==> config.mk <==
export PLATFORM = sky130hd
export DESIGN_NAME = gray_counter
export DESIGN_NICKNAME = d
export VERILOG_FILES = /design/src/rtl/gray_counter.sv
export SDC_FILE = /design/constraint.sdc
export NUM_CORES = 1
export LEC_CHECK = 0
export ABC_AREA = 1
export BUFFER_PORTS_ARGS = -buffer_cell sky130_fd_sc_hd__buf_2
export CAP_MARGIN = 10
export CORE_UTILIZATION = 45
export CTS_CLUSTER_DIAMETER = 150
export DETAILED_ROUTE_END_ITERATION = 7
export SLEW_MARGIN = 20
export SYNTH_ARGS = -nofsm -noshare
export SYNTH_HDL_FRONTEND = slang
export SYNTH_SLANG_ARGS = --single-unit
==> constraint.sdc <==
create_clock -name clk -period 4.1 [get_ports clk]
set_input_delay 0.205 -clock clk [delete_from_list [all_inputs] [get_ports clk]]
set_output_delay 0.205 -clock clk [all_outputs]
set_load 0.03 [all_outputs]
==> src/rtl/gray_counter.sv <==
// Up/down counter with a binary core and a registered Gray-coded output.
// Define GRAY_COUNTER_SATURATE_EN to hold at the boundary instead of wrapping.
module gray_counter #(
  parameter int unsigned N = 32
) (
  input  logic         clk,
  input  logic         rst,
  input  logic         en,
  input  logic         up,
  input  logic         ld,
  input  logic [N-1:0] d,
  output logic [N-1:0] q,
  output logic         tc
);

  localparam logic [N-1:0] one = {{(N-1){1'b0}}, 1'b1};

  if (N < 2 || (N & (N - 1)) != 0) begin : g_bad_width
    $error("gray_counter: N must be a power of 2 and at least 2");
  end

  logic [N-1:0] b;
  logic [N-1:0] b_nxt;

  always_comb begin
    tc = up ? (b == '1) : (b == '0);
  end

  always_comb begin
    b_nxt = b;
    if (ld) begin
      b_nxt = d;
    end else if (en) begin
`ifdef GRAY_COUNTER_SATURATE_EN
      if (!tc) begin
        b_nxt = up ? b + one : b - one;
      end
`else
      b_nxt = up ? b + one : b - one;
`endif
    end
  end

  // q is encoded from the next binary value so it tracks b with no extra cycle
  always_ff @(posedge clk) begin
    if (rst) begin
      b <= '0;
      q <= '0;
    end else begin
      b <= b_nxt;
      q <= b_nxt ^ (b_nxt >> 1);
    end
  end

endmodule

# [Yosys cells after proc, flatten, opt, wreduce, memory -nomap -nowiden]
# Cells that the tools add are included.
[totals] out_inout_bits=33 reg_bits=64 inputBits=37 word_cells=11
[op_classes] addsub=2 reduce_logical=1 n_mux=4 bitwise_logic=1 n_eq_ne=1
[ops] operator="32-bit two-way mux" n=3
[ops] operator="32-bit by 1-bit adder with 32-bit output, second input constant" n=1
[ops] operator="32-bit equality test, second input constant" n=1
[ops] operator="32-bit zero test" n=1
[ops] operator="32-bit by 1-bit subtractor with 32-bit output, second input constant" n=1
[ops] operator="32-bit by 31-bit XOR with 32-bit output" n=1
[ops] operator="1-bit two-way mux" n=1

# [Longest topological paths before layout]
[logic_depth] depth_word=5 depth_mapped=17 ltp_nobuf=17

# [Worst setup path before layout]
# OpenSTA, ideal clock, no wires.
[synth_path] path_type="input to register" start="input up" end="register q[27]" path_stages=14 required_ps=3987 setup_slack_ps=1862 path_buffers=0 arrival_ps=2125 path_cell_list="inv_1 > ha_1 > nand2_2 > inv_2 > a21oi_1 > nand3_2 > nand2_2 > nand2_1 > nand2_1 > nand3_2 > nand2_2 > nand2_2 > nor2_1 > nor2_1"
[synth_via] elab_chain_len=4
[synth_rtl] item="start, declared" line_no="9" text="input logic up,"
[synth_rtl] item="32-bit two-way mux" line_no="39" text="b_nxt = up ? b + one : b - one;"
[synth_rtl] item="32-bit two-way mux" line_no="33" text="end else if (en) begin"
[synth_rtl] item="32-bit two-way mux" line_no="31" text="if (ld) begin"
[synth_rtl] item="32-bit by 31-bit XOR with 32-bit output" line_no="51" text="q <= b_nxt ^ (b_nxt >> 1);"
[synth_rtl] item="end signal, assigned" line_no="51"
[synth_rtl] item="end, declared" line_no="12" text="output logic [N-1:0] q,"
# Every way passes these cells.
# A chain may end at the register's enable or synchronous reset.

# [Worst setup path after layout]
[layout_path] start="register b[0]" end="register q[7]"
[layout_via] elab_chain_len=5 elab_cells_between_ends=6 classes_between="2 x add/sub; 3 x mux; 1 x bitwise"
[layout_rtl] item="start, declared" line_no="22" text="logic [N-1:0] b;"
[layout_rtl] item="start signal, assigned" line_no="50" text="b <= b_nxt;"
[layout_rtl] item="32-bit by 1-bit subtractor with 32-bit output or 32-bit by 1-bit adder with 32-bit output (tied branches)" line_no="39"
[layout_rtl] item="32-bit two-way mux (*)" line_no="39"
[layout_rtl] item="32-bit two-way mux (*)" line_no="33"
[layout_rtl] item="32-bit two-way mux (*)" line_no="31"
[layout_rtl] item="32-bit by 31-bit XOR with 32-bit output (*)" line_no="51"
# Mark *: on every way between the ends. The rest lies on a longest branch, timed or not.

==> run summary <==
Async S/R FF share, synth: 0
Slew @ Worst Pin: 635 ps
Slowest stage cell, crit path: fa_1
Sequential share of power: 0.335
#FFs+latches synth: 63
Fin crit share: 0.614
Mean Syn Cell Area: 5.77 um^2
Distinct cell type count after synthesis: 34
Global-route wire length before repair: 24300 um
P&R area growth vs syn: 13.8%
FMAX: 0.397 GHz
Fin Clk Skew: 4.49 ps
Starting Density: 0.461
Share of post-route cells with drive strength above 1: 0.142
CTS tree: yes
Final core utilization: 0.525
TritonCTS Buffers: 9
Worst-path clk slew: 50 ps
R2R Path Start: b[0]$_SDFF_PP0_
DR pass1 iterations: 5
Initial antenna violation count: 0
Fillers: 1214
Crit. End Element: register
CP Data Arrival Time: 2740 ps
CP startpoint kind: register
Syn nets: 980
Seq/Total Area, Yosys: 0.239
XOR/XNOR Fraction of Synth Area: 0.0233
Pwr Density: 363 mW/mm^2
Fin worst setup slack: 1580 ps
Internal power: 0.00137 W
DR vias/cell: 4.83
DIE HEIGHT: 110 um
Worst path cell trace: inv_1 -> fa_1 -> inv_1 -> nand3_1 -> nand3_1 -> nand2_1 -> nand2_1 -> xnor2_1 -> nand2_1 -> o211ai_1 -> nand2_1 -> nand2_1 -> nand2_1 -> nand2_1 -> inv_1
Combinational share of power: 0.349
R2R Path End: q[7]$_SDFF_PP0_
Hold path start: d[26]
Area of the multi-input gates: 0.00335 mm^2
Sw Ratio: 0.372
Hold Path Sink: b[26]$_SDFF_PP0_
Critical Path RT: 4320 ps
Synthesized cell area: 0.00527 mm^2
Routed vias: 5430
Number of global-route vias before repair: 4962
DP Wirelength: 12200 um
CP dominant cell by count: nand2_1
Root Buffer: clkbuf_16
DRC Markers: 0
Tot GR Track Use: 0.265
Syn Inst Count: 912
EDFF count, synth: 0
Clock Power Share: 0.316
Worst Hold Class: in -> reg
Crit-path max FO: 5
Post-Synth Simple-Gate Area: 0.442
Cell Area, Placed: 0.00572 mm^2
Die Wd: 110 um
Pre-CTS WS: 1560 ps
Adder-cell share of the synthesized area: 0.0751
GRT overflow: 0
Min cycle time layout: 2520 ps
Initial DRC Count: 343
Worst r2r path cells: 15
Clk_lat worst skew: 320 ps
Register area: 0.00126 mm^2
Final instance area: 0.00599 mm^2
Number of setup violations in the final report: 0
Post_cts resized: 0
Largest net degree at the start of global routing: 56
Die area: 0.0121 mm^2
Clock sink count: 63
H-tree depth: 3
Final WL: 15000 um
Total setup buffers inserted after CTS: 0
Pins Over Slew Limit: 0
Site row count: 39
Post-CTS Hold Buffers: 0
Post-route ant nets: 0
Commonest cells after routing, fill and taps aside: nand2_1 (332), inv_1 (144), nor2_1 (105)
Port Buf Inserts: 69
Slack of the worst reg-to-reg path: 1580 ps
Lkg Pwr: 3.52 nW
CTS max path bufs: 2
Status: completed
WS Path Type: reg -> reg
Core area: 0.0114 mm^2
Relative slew slack: 0.576
WHS Path Cells: 3
Inserted Diodes: 0
GPL Wtd Cong: 0.958
Final Net Count: 1044
Compound-cell area share of the yosys netlist: 0.0960
WL/cell: 13.3 um
Commonest non-fill, non-tap cell in the layout: nand2_1
Worst vdd ir: 0.344 mV
P_sw: 0.000808 W
RSZ-0062 raised after global routing: false
Ys Warns: 0
Ports: 70
Final TNS setup: 0 ps
Top_reg_cell synth: dfxtp_1
Main combinational cell family by area after synthesis: simple AND/OR/NAND/NOR gates
Maxcap violations: 0
Final Hold Vio Count: 0
Mux cell area share after synthesis: 0
CP peak stage delay: 490 ps
## power by group through the flow
stage | Combinational (W) | Clock, W | Sequential, W
after CTS | 0.000758 | 0.000700 | 0.000727
after detailed placement | 0.000753 | 0 | 0.000738
after floorplan | 0.000493 | 0 | 0.000800
final | 0.000759 | 0.000688 | 0.000729
after global placement | 0.000755 | 0 | 0.000740
after global routing | 0.000859 | 0.000727 | 0.000734
## Yosys cell counts, drive strengths merged, types with 2 or more instances
library cell	n	area share
nor2	109	0.081
nor3	4	0.0048
dfxtp	63	0.24
ha	30	0.071
o21bai	3	0.0043
nand2	362	0.27
xnor2	7	0.012
o21ai	18	0.019
a21oi	58	0.057
nand3	48	0.056
o211ai	2	0.0029
xor2	7	0.012
o22a	3	0.0050
clkbuf	7	0.0050
nor4	8	0.0095
inv	148	0.11
buf	12	0.013
nand4	15	0.018
a22oi	4	0.0067
## registers in the layout, summed over array words and instances, names as in the netlist
signal and flops:
q 32, b 31
## critical path, delay by kind of cell, from the launching register on
kind | cells | cell delay [ps]
buf+inv | 3 | 300
simple gates | 9 | 880
flops | 1 | 470
fa+ha+maj | 1 | 490
xor+xnor | 1 | 150
compound gates | 1 | 130
## metal layers
layer,vias up,GRT usage,share of wire
met5,-,0,0
met2,133,0.386,0.40
met1,2316,0.405,0.53
met4,0,0.0761,0.018
met3,16,0.0288,0.055
li1,2965,-,-
## cells by family after synthesis
group,count (synthesis)
buf+inv,168
compound gates,89
xor+xnor,14
fa+ha+maj,31
flops,63
simple gates,547
## through the flow
step | total power [W] | hold WS [ps] | instances
detailed placement | 0.00149 | 488 | 1108
CTS | 0.00219 | 147 | 1124
floorplan | 0.00129 | 376 | 912
global placement | 0.00150 | 492 | 1108
finish | 0.00218 | 160 | 1124
global route | 0.00232 | 163 | 1124
## layout make-up
cell class	count	share of cell area
multi-input cells	681	0.560
clock buffers	16	0.0453
inverters	149	0.0934
well taps	143	0.0299
repair buffers	72	0.0614
flip-flops and latches	63	0.211
## worst max-delay path by stage
stage / startpoint / to / slack, ps
CTS: b[0]$_SDFF_PP0_ / q[23]$_SDFF_PP0_ / 1590
detailed placement: up / q[21]$_SDFF_PP0_ / 1560
global placement: up / q[28]$_SDFF_PP0_ / 1550
finish: b[0]$_SDFF_PP0_ / q[7]$_SDFF_PP0_ / 1580
floorplan: up / q[27]$_SDFF_PP0_ / 1860
global route: b[0]$_SDFF_PP0_ / q[23]$_SDFF_PP0_ / 1380
No activity file was read; power rests on OpenSTA's default activity.
